### src/rtl/dns_cache_resolver.sv
// dns_cache_resolver: resolves a web address through ROOT/TLD/DOMAIN stages,
// each taking STAGE_LAT cycles, and caches {tag, tld, domain, web_ip} in a
// DEPTH-entry fully associative cache. The cache fills the lowest invalid entry
// first. When every entry is valid, it replaces the entry at a round-robin
// victim pointer.
// Optional feature: define DNS_CACHE_STATS_EN to add the hit_cnt/miss_cnt outputs.
module dns_cache_resolver #(
    parameter int ADDR_W    = 8,
    parameter int DEPTH     = 4,
    parameter int STAGE_LAT = 4,
    parameter int TIME_W    = 8
) (
    input  logic              clk,
    input  logic              rst,
    input  logic              client_req,
    input  logic [ADDR_W-1:0] web_addr,
    input  logic              flush,
    output logic              busy,
    output logic              client_res,
    output logic              ip_resolved,
    output logic              cache_hit,
    output logic [ADDR_W-1:0] tld_addr_out,
    output logic [ADDR_W-1:0] domain_ip_out,
    output logic [ADDR_W-1:0] web_ip_out,
    output logic [TIME_W-1:0] exec_time
`ifdef DNS_CACHE_STATS_EN
    ,
    output logic [15:0]       hit_cnt,
    output logic [15:0]       miss_cnt
`endif
);

    localparam int HALF  = ADDR_W / 2;
    localparam int IDX_W = (DEPTH > 1) ? $clog2(DEPTH) : 1;
    localparam int STG_W = $clog2(STAGE_LAT + 1);
    localparam logic [TIME_W+1:0] TIME_MAX = {2'b00, {TIME_W{1'b1}}};
    localparam logic [STG_W-1:0]  STG_LAST = STG_W'(STAGE_LAT - 1);

    typedef enum logic [2:0] {
        ST_IDLE,
        ST_CACHE,
        ST_ROOT,
        ST_TLD,
        ST_DOMAIN,
        ST_RESP
    } state_t;

    state_t            state_reg;
    logic [STG_W-1:0]  stage_cnt_reg;
    logic [ADDR_W-1:0] addr_reg;

    // Cache storage: valid bits and victim pointer are reset; payload arrays are not.
    logic [DEPTH-1:0]  valid_reg;
    logic [IDX_W-1:0]  victim_reg;
    logic [ADDR_W-1:0] tag_mem [DEPTH];
    logic [ADDR_W-1:0] tld_mem [DEPTH];
    logic [ADDR_W-1:0] dom_mem [DEPTH];
    logic [ADDR_W-1:0] ip_mem  [DEPTH];

    // Resolution arithmetic on the latched address.
    logic [ADDR_W-1:0] calc_tld;
    logic [ADDR_W-1:0] calc_dom;
    logic [ADDR_W-1:0] calc_ip;

    assign calc_tld = {addr_reg[HALF-1:0], addr_reg[ADDR_W-1:HALF]};
    assign calc_dom = calc_tld + addr_reg;
    assign calc_ip  = calc_dom ^ addr_reg;

    // Parallel tag compare against every valid entry.
    logic [DEPTH-1:0] match_vec;

    generate
        for (genvar gi = 0; gi < DEPTH; gi++) begin : g_match
            assign match_vec[gi] = valid_reg[gi] && (tag_mem[gi] == addr_reg);
        end
    endgenerate

    // A flush in the compare cycle wipes the cache first, so it forces a miss.
    logic lookup_hit;
    assign lookup_hit = (|match_vec) && !flush;

    // Priority encoders: matching entry for hits, lowest invalid entry for fills.
    logic [IDX_W-1:0] hit_idx;
    logic [IDX_W-1:0] free_idx;
    logic             any_free;

    always_comb begin
        hit_idx  = '0;
        free_idx = '0;
        for (int i = DEPTH - 1; i >= 0; i--) begin
            if (match_vec[i]) begin
                hit_idx = IDX_W'(i);
            end
            if (!valid_reg[i]) begin
                free_idx = IDX_W'(i);
            end
        end
    end

    assign any_free = ~&valid_reg;

    logic [IDX_W-1:0] fill_idx;
    logic             fill_en;

    assign fill_idx = any_free ? free_idx : victim_reg;
    // A miss is written back in RESP, unless a flush in the same cycle cancels it.
    assign fill_en  = (state_reg == ST_RESP) && !cache_hit && !flush;

    // Saturating elapsed-cycle increments. +2 also counts the RESP cycle.
    logic [TIME_W+1:0] time_sum1;
    logic [TIME_W+1:0] time_sum2;
    logic [TIME_W-1:0] time_plus1;
    logic [TIME_W-1:0] time_plus2;

    assign time_sum1  = {2'b00, exec_time} + (TIME_W+2)'(1);
    assign time_sum2  = {2'b00, exec_time} + (TIME_W+2)'(2);
    assign time_plus1 = (time_sum1 > TIME_MAX) ? {TIME_W{1'b1}} : time_sum1[TIME_W-1:0];
    assign time_plus2 = (time_sum2 > TIME_W'(0) && time_sum2 > TIME_MAX) ? {TIME_W{1'b1}}
                                                                         : time_sum2[TIME_W-1:0];

    logic stage_last;
    assign stage_last = (stage_cnt_reg == STG_LAST);

    assign busy = (state_reg != ST_IDLE);

    // Lookup FSM with registered result outputs.
    always_ff @(posedge clk or negedge rst) begin
        if (!rst) begin
            state_reg     <= ST_IDLE;
            stage_cnt_reg <= '0;
            addr_reg      <= '0;
            client_res    <= 1'b0;
            ip_resolved   <= 1'b0;
            cache_hit     <= 1'b0;
            tld_addr_out  <= '0;
            domain_ip_out <= '0;
            web_ip_out    <= '0;
            exec_time     <= '0;
        end else begin
            client_res <= 1'b0;
            case (state_reg)
                ST_IDLE: begin
                    if (client_req) begin
                        addr_reg    <= web_addr;
                        exec_time   <= '0;
                        ip_resolved <= 1'b0;
                        state_reg   <= ST_CACHE;
                    end
                end
                ST_CACHE: begin
                    stage_cnt_reg <= '0;
                    if (lookup_hit) begin
                        tld_addr_out  <= tld_mem[hit_idx];
                        domain_ip_out <= dom_mem[hit_idx];
                        web_ip_out    <= ip_mem[hit_idx];
                        cache_hit     <= 1'b1;
                        client_res    <= 1'b1;
                        ip_resolved   <= 1'b1;
                        exec_time     <= time_plus2;
                        state_reg     <= ST_RESP;
                    end else begin
                        exec_time <= time_plus1;
                        state_reg <= ST_ROOT;
                    end
                end
                ST_ROOT: begin
                    exec_time <= time_plus1;
                    if (stage_last) begin
                        stage_cnt_reg <= '0;
                        state_reg     <= ST_TLD;
                    end else begin
                        stage_cnt_reg <= stage_cnt_reg + STG_W'(1);
                    end
                end
                ST_TLD: begin
                    exec_time <= time_plus1;
                    if (stage_last) begin
                        stage_cnt_reg <= '0;
                        tld_addr_out  <= calc_tld;
                        state_reg     <= ST_DOMAIN;
                    end else begin
                        stage_cnt_reg <= stage_cnt_reg + STG_W'(1);
                    end
                end
                ST_DOMAIN: begin
                    if (stage_last) begin
                        stage_cnt_reg <= '0;
                        domain_ip_out <= calc_dom;
                        web_ip_out    <= calc_ip;
                        cache_hit     <= 1'b0;
                        client_res    <= 1'b1;
                        ip_resolved   <= 1'b1;
                        exec_time     <= time_plus2;
                        state_reg     <= ST_RESP;
                    end else begin
                        exec_time     <= time_plus1;
                        stage_cnt_reg <= stage_cnt_reg + STG_W'(1);
                    end
                end
                ST_RESP: begin
                    state_reg <= ST_IDLE;
                end
                default: begin
                    state_reg <= ST_IDLE;
                end
            endcase
        end
    end

    // Valid bits and the round-robin victim pointer. Flush has priority over a fill.
    always_ff @(posedge clk or negedge rst) begin
        if (!rst) begin
            valid_reg  <= '0;
            victim_reg <= '0;
        end else if (flush) begin
            valid_reg  <= '0;
            victim_reg <= '0;
        end else if (fill_en) begin
            valid_reg[fill_idx] <= 1'b1;
            if (!any_free) begin
                victim_reg <= victim_reg + IDX_W'(1);
            end
        end
    end

    // Cache payload write. The valid bit decides whether an entry is usable.
    always_ff @(posedge clk) begin
        if (fill_en) begin
            tag_mem[fill_idx] <= addr_reg;
            tld_mem[fill_idx] <= tld_addr_out;
            dom_mem[fill_idx] <= domain_ip_out;
            ip_mem[fill_idx]  <= web_ip_out;
        end
    end

`ifdef DNS_CACHE_STATS_EN
    // Saturating hit/miss statistics, cleared only by reset.
    always_ff @(posedge clk or negedge rst) begin
        if (!rst) begin
            hit_cnt  <= '0;
            miss_cnt <= '0;
        end else if (state_reg == ST_RESP) begin
            if (cache_hit) begin
                if (hit_cnt != 16'hFFFF) begin
                    hit_cnt <= hit_cnt + 16'd1;
                end
            end else begin
                if (miss_cnt != 16'hFFFF) begin
                    miss_cnt <= miss_cnt + 16'd1;
                end
            end
        end
    end
`endif

endmodule

### config.mk
export PLATFORM = sky130hd
export DESIGN_NAME = dns_cache_resolver
export DESIGN_NICKNAME = d
export VERILOG_FILES = /design/src/rtl/dns_cache_resolver.sv
export SDC_FILE = /design/constraint.sdc
export NUM_CORES = 1
export LEC_CHECK = 0
export ABC_AREA = 1
export ABC_CLOCK_PERIOD_IN_PS = 5000
export CAP_MARGIN = 25
export CELL_PAD_IN_SITES_DETAIL_PLACEMENT = 0
export CELL_PAD_IN_SITES_GLOBAL_PLACEMENT = 1
export CORE_MARGIN = 1
export CORE_UTILIZATION = 50
export DETAILED_ROUTE_END_ITERATION = 7
export MAX_ROUTING_LAYER = met4
export PLACE_DENSITY = 0.85
export SLEW_MARGIN = 20
export SYNTH_ARGS = -nofsm -noshare
export SYNTH_HDL_FRONTEND = slang
export SYNTH_SLANG_ARGS = --single-unit
### constraint.sdc
create_clock -name clk -period 5 [get_ports clk]
set_input_delay 0.5 -clock clk [delete_from_list [all_inputs] [get_ports clk]]
set_output_delay 0.5 -clock clk [all_outputs]
set_load 0.02 [all_outputs]
==> metrics.json, run 1 <==
{
  "clock_sinks": 183,
  "ir_worst_vdd_mv": 0.343,
  "post_route_cells_drive_above_1_share_pct": 6.44,
  "drt_wl_total_um": 21700,
  "final_common_cell": "sky130_fd_sc_hd__nand2_1",
  "gpl.final_weighted_congestion": 0.898,
  "die_h_um": 137,
  "power_report.internal_total_mw": 3.26,
  "fmax_mhz": 326,
  "grt_overflow": 0,
  "post_cts.resized_instances": 0,
  "postSynthAreaPerCell_sq_um": 9.19,
  "cap_viol_max_count": 0,
  "cts.path.max_buffers": 2,
  "setup.worst_path.class": "flip-flop to flip-flop",
  "die_width_um": 137,
  "hold_path.class": "input port to async pin",
  "drt-pass1-iter-count": 5,
  "power-per-cell-area_mw_per_mm2": 498,
  "groute.layer.met1.usage_pct": 33.4,
  "core_area_sq_mm": 0.0175,
  "postCtsSetupRepairBufs": 0,
  "crit_fanout": 50,
  "fin_crit_ps": 3070,
  "transition_time_at_the_pin_with_the_least_slew_margin_ps": 961,
  "synthToLayoutAreaGrowth_pct": 13.3,
  "detailedPlacementHpwl_um": 13800,
  "worst-endpoint-arrival_ps": 3390,
  "clock_power_share_pct": 25.2,
  "number_of_distinct_standard_cells_referenced_by_the_synthesized_netlist": 42,
  "final-max-slew-violation-count": 0,
  "floorplan_die_area_sq_mm": 0.0187,
  "clk_root_buffer_cell": "sky130_fd_sc_hd__clkbuf_16",
  "yosys_register_bits": 183,
  "synth_edf_count": 128,
  "cts_buffers": 17,
  "syn-num-nets": 1013,
  "sw_share_pct": 36.5,
  "final_layout_net_count": 1052,
  "post-route-drc-count": 0,
  "grt.busiest_layer": "met2",
  "setup-violations-final": 0,
  "routed-via-count": 6739,
  "yosys_warnings": 0,
  "detailedRoute.firstIterationViolations": 487,
  "wire_per_inst_um": 17.1,
  "htree_levels": 4,
  "critPathLaunchType": "flip-flop",
  "crit_required_ps": 5320,
  "postCtsHoldBufs": 0,
  "seq_area_frac_synth_pct": 57.4,
  "ioPinCount": 48,
  "relSlewSlack_pct": 35.7,
  "first_global_vias": 6539,
  "post_drt_via_cell_ratio": 5.32,
  "p_comb_share_pct": 29.9,
  "drt.antenna.violating_nets": 0,
  "p_total_mw": 5.13,
  "share_seq_of_total_power_pct": 44.9,
  "largest_net_degree_at_the_start_of_global_routing": 56,
  "clock_skew_ps": 13.3,
  "final_cell_mix": "262 x sky130_fd_sc_hd__nand2_1, 128 x sky130_fd_sc_hd__edfxtp_1, 108 x sky130_fd_sc_hd__inv_1",
  "power.static_leakage_nw": 4.57,
  "groute.layer.met2.usage_pct": 40.7,
  "worst_setup_hold_path_clk_slew_ps": 70,
  "setup_repair_after_global_routing_missed_its_margin": "false",
  "outcome": "complete, no violations",
  "synth_async_sr_flop_share_pct": 30.1,
  "post_synth_instance_area_sq_mm": 0.00909,
  "port_buffers": 47,
  "floorplan.initialDensity_pct": 51.8,
  "cts_tree": "done",
  "syn_inst": 989,
  "row_cnt": 48,
  "groute.layer.met3.usage_pct": 4.56,
  "setup-tns-final_ps": 0,
  "grt_use_total_pct": 25.5,
  "antenna-diode-count": 0,
  "grt_pass1_wl_um": 34400,
  "post-route-period-util_pct": 61.4,
  "netSwitchingPower_mw": 1.87,
  "grt_antenna_before_repair": 0,
  "clock_insertion_delay_worst_skew_ps": 440,
  "worstSetupEndpointType": "flip-flop",
  "dominantRegCellSynth": "sky130_fd_sc_hd__edfxtp_1",
  "timing_hold_violations_final": 0
}
-- power groups by stage --
stage	sequential [mW]	clock (mW)	combinational, mW
finish	2.30	1.29	1.54
global route	2.35	1.36	1.71
CTS	2.30	1.30	1.54
detailed placement	2.33	0	1.53
global placement	2.32	0	1.52
floorplan	2.30	0	0.950
-- layout make-up --
| cell class | instances | area (sq um) |
|---|---|---|
| fill | 1569 | 7240 |
| sequential | 183 | 5220 |
| multi-input combinational | 650 | 3220 |
| timing repair buffer | 56 | 563 |
| clock buffer | 21 | 460 |
| inverter | 120 | 453 |
| tap | 225 | 282 |
| clock inverter | 11 | 98.8 |
-- path summary, 6_finish.rpt --
path                                  start                to  slack (ps)  depth (start not counted)
max                             addr_reg[5]  domain_ip_out[3]        1930                         12
min                                     rst   tld_addr_out[3]         250                          2
max reg2reg                     addr_reg[5]  domain_ip_out[3]        1930                         12
min reg2reg                stage_cnt_reg[0]  stage_cnt_reg[0]         480                          1
max in group asynchronous               rst       addr_reg[1]        4220                          2
min in group clk           stage_cnt_reg[0]  stage_cnt_reg[0]         480                          1
-- routing by layer --
layer  share of wire [%]  wire length (um)
met1                  46             10100
met2                  47             10200
met3                 4.8              1050
met4                 1.5               320
met5                   0                 0
-- logic make-up after synthesis --
family | count (synthesis) | share of synthesized area, %
AND/OR/NAND/NOR | 550 | 27.1
adder cells (fa/ha/maj) | 12 | 1.73
AO/OA/AOI/OAI | 60 | 3.59
buffers and inverters | 156 | 7.49
XOR/XNOR | 28 | 2.70
flip-flops | 183 | 57.4
-- worst max-delay path: stages (launching register included) --
cell and delay, ps:
sky130_fd_sc_hd__dfrtp_1 780, sky130_fd_sc_hd__inv_2 180, sky130_fd_sc_hd__nand2_1 130, sky130_fd_sc_hd__nand3_1 80
sky130_fd_sc_hd__nor2_1 120, sky130_fd_sc_hd__nand3_2 90, sky130_fd_sc_hd__buf_4 300, sky130_fd_sc_hd__nand2_2 780
sky130_fd_sc_hd__nand2_1 110, sky130_fd_sc_hd__nand3_1 110, sky130_fd_sc_hd__nand3_1 100, sky130_fd_sc_hd__nand2_1 90
sky130_fd_sc_hd__nand2_1 50
-- cell usage after synthesis (11+ instances only) --
cell type                    n  area [sq um]
sky130_fd_sc_hd__nand2_1   262           983
sky130_fd_sc_hd__edfxtp_1  128          3840
sky130_fd_sc_hd__inv_1     108           405
sky130_fd_sc_hd__nand3_1   107           536
sky130_fd_sc_hd__nor2_1    103           387
sky130_fd_sc_hd__dfrtp_1    55          1380
sky130_fd_sc_hd__nand3b_1   43           323
sky130_fd_sc_hd__o21ai_0    27           135
sky130_fd_sc_hd__a21oi_1    18          90.1
sky130_fd_sc_hd__xor2_1     18           158
sky130_fd_sc_hd__ha_1       11           138
-- through the flow --
step	util [%]	setup slack [ps]	instance area, sq um	instances	hold slack [ps]
2_1_floorplan	-	2040	9090	989	204
3_3_place_gp	55.2	1960	9680	1231	463
3_5_place_dp	55.5	1930	9740	1234	472
4_1_cts	58.7	1910	10300	1266	279
5_1_grt	58.7	1510	10300	1266	316
6_report	58.7	1930	10300	1266	254
Power figures use the tool's default switching activity.
==> run 2, diff against run 1 <==
ABC_CLOCK_PERIOD_IN_PS = 3200   (was 5000)
CORE_UTILIZATION = 47   (was 50)
PLACE_DENSITY = 0.8   (was 0.85)
clock period = 3.2 ns   (was 5 ns; I/O delays follow)
==> run 2 against run 1 <==
  * Critical path depth increased by 2
  * Non-clock buffer count increased by 6
  * Count of clock-buffer cells in the layout decreased by 3
  * Power increased by 59%
==> metrics.json, run 2 (same netlist as run 1, synthesis figures left out) <==
{
  "cts.path.max_buffers": 2,
  "post_drt_via_cell_ratio": 5.13,
  "power.static_leakage_nw": 4.59,
  "cts_tree": "done",
  "antenna-diode-count": 0,
  "p_total_mw": 8.13,
  "layout_setup_ws_ps": 440,
  "first_global_vias": 6557,
  "worst_setup_hold_path_clk_slew_ps": 70,
  "post_route_cells_drive_above_1_share_pct": 6.78,
  "critical_path.reg2reg.endpoint": "domain_ip_out[3]",
  "fmax_mhz": 362,
  "crit_chain": "inv_2 > nand2_1 > o21ai_1 > nor3_1 > nand3b_1 > nand2_1 > inv_2 > nand2_2 > nand3_4 > nand2_2 > inv_2 > nor2_1 > nand2_1 > nand2_1",
  "crit_path_largest_cell_delay_ps": 840,
  "final_layout_net_count": 1058,
  "ir_worst_vdd_mv": 0.453,
  "crit_buf_inv": 3,
  "multi_input_area_sq_mm": 0.00322,
  "detailedRoute.firstIterationViolations": 457,
  "groute.layer.met3.usage_pct": 3.46,
  "design_area_sq_mm": 0.0104,
  "hold_path.class": "input port to async pin",
  "die_h_um": 141,
  "gpl.final_weighted_congestion": 0.862,
  "postCtsSetupRepairBufs": 0,
  "drt.antenna.violating_nets": 0,
  "htree_levels": 4,
  "post-place-ws_ps": 524,
  "critPathLaunchType": "flip-flop",
  "groute.layer.met1.usage_pct": 31.8,
  "groute.layer.met2.usage_pct": 37.3,
  "post-route-period-util_pct": 86.2,
  "post-route-drc-count": 0,
  "clock_skew_ps": 6.90,
  "final.hold.worst_slack_ps": 52.9,
  "slowest_stage": "sky130_fd_sc_hd__dfrtp_1",
  "outcome": "complete, no violations",
  "reg2reg_setup_slack_ps": 440,
  "worst_path_most_repeated_cell": "sky130_fd_sc_hd__nand2_1",
  "cts_buffers": 17,
  "clock_insertion_delay_worst_skew_ps": 430,
  "clk_root_buffer_cell": "sky130_fd_sc_hd__clkbuf_16",
  "grt_antenna_before_repair": 0,
  "regToRegStartpoint": "addr_reg[5]",
  "worst-endpoint-arrival_ps": 3130,
  "clock_sinks": 183,
  "grt_overflow": 0,
  "crit_fanout": 26,
  "post_cts.resized_instances": 0,
  "die_width_um": 141,
  "ioPinCount": 48,
  "grt.busiest_layer": "met2",
  "setup_repair_after_global_routing_missed_its_margin": "false",
  "final_cell_mix": "262 x sky130_fd_sc_hd__nand2_1, 128 x sky130_fd_sc_hd__edfxtp_1, 108 x sky130_fd_sc_hd__inv_1",
  "fin_crit_ps": 2760,
  "row_cnt": 50,
  "setup-violations-final": 0,
  "critical-path-top-delay-family": "simple AND/OR/NAND/NOR gates",
  "setup.worst_path.class": "flip-flop to flip-flop",
  "final-max-slew-violation-count": 0,
  "grt_pass1_wl_um": 35000,
  "timing_hold_violations_final": 0,
  "setup-tns-final_ps": 0,
  "worstSetupEndpointType": "flip-flop",
  "floorplan.initialDensity_pct": 48.3,
  "synthToLayoutAreaGrowth_pct": 14.3,
  "largest_net_degree_at_the_start_of_global_routing": 56,
  "drt_wl_total_um": 21300,
  "grt_use_total_pct": 23.7,
  "final_common_cell": "sky130_fd_sc_hd__nand2_1",
  "postCtsHoldBufs": 0,
  "core_area_sq_mm": 0.0188,
  "crit_required_ps": 3570,
  "relSlewSlack_pct": 46.6,
  "regArea_sq_mm": 0.00522,
  "routed-via-count": 6710,
  "nFillCells": 1742,
  "floorplan_die_area_sq_mm": 0.0199,
  "cap_viol_max_count": 0,
  "wire_per_inst_um": 16.3,
  "port_buffers": 47,
  "power-per-cell-area_mw_per_mm2": 782,
  "timing.reg2reg.worst_path_depth": 14,
  "detailedPlacementHpwl_um": 14000,
  "drt-pass1-iter-count": 5,
  "transition_time_at_the_pin_with_the_least_slew_margin_ps": 801,
  "placedInstanceArea_sq_mm": 0.00980
}
## run 2: changes by cell type in the layout (fill, tap and decap cells not counted), sizes merged
cell	delta
bufinv	+2
clkinvlp	+2
clkbuf	-3
inv	-2
clkinv	+1
buf	+6
## run 2: layer usage
layer	share of wire (%)	wire (um)	vias up
met3	3.7	793	30
met2	46	9820	133
met1	48	10300	3222
met5	0	0	-
met4	1.9	398	0
li1	-	-	3325
## run 2: how the worst max path moves through the flow
stage	cells after the start	to	start
5_1_grt	14	web_ip_out[0]	addr_reg[5]
6_report	14	domain_ip_out[3]	addr_reg[5]
4_1_cts	14	domain_ip_out[3]	addr_reg[5]
2_1_floorplan	5	dom_mem[0][0]	cache_hit
3_3_place_gp	14	web_ip_out[1]	addr_reg[5]
3_5_place_dp	14	domain_ip_out[3]	addr_reg[5]
## run 2: layout make-up
cell class / count / area share, %
flip-flops and latches: 183 / 50.2
multi-input cells: 650 / 31.0
repair buffers: 62 / 5.66
inverters: 120 / 4.36
clock buffers: 18 / 4.13
well taps: 260 / 3.13
clock inverters: 14 / 1.53
## run 2: report_power, final
| group | internal, mW | switching, mW | total, mW | leakage, nW |
|---|---|---|---|---|
| Sequential | 3.03 | 0.579 | 3.61 | 1.87 |
| Combinational | 0.945 | 1.46 | 2.40 | 2.45 |
| Clock | 1.22 | 0.895 | 2.11 | 0.274 |
| Total | 5.20 | 2.93 | 8.13 | 4.59 |
## run 2: through the flow
step / utilization [%] / cells
after global routing: 55.2 / 1307
final: 55.2 / 1307
after global placement: 52.0 / 1274
after floorplan: - / 989
after detailed placement: 52.1 / 1275
after CTS: 55.2 / 1307
## run 2: worst register-to-register path: stages, from the launching register on
cell and delay, ps:
sky130_fd_sc_hd__dfrtp_1 840, sky130_fd_sc_hd__inv_2 150, sky130_fd_sc_hd__nand2_1 130, sky130_fd_sc_hd__o21ai_1 70, sky130_fd_sc_hd__nor3_1 180, sky130_fd_sc_hd__nand3b_1 120, sky130_fd_sc_hd__nand2_1 120, sky130_fd_sc_hd__inv_2 40
sky130_fd_sc_hd__nand2_2 100, sky130_fd_sc_hd__nand3_4 130, sky130_fd_sc_hd__nand2_2 250, sky130_fd_sc_hd__inv_2 250, sky130_fd_sc_hd__nor2_1 190, sky130_fd_sc_hd__nand2_1 70, sky130_fd_sc_hd__nand2_1 50
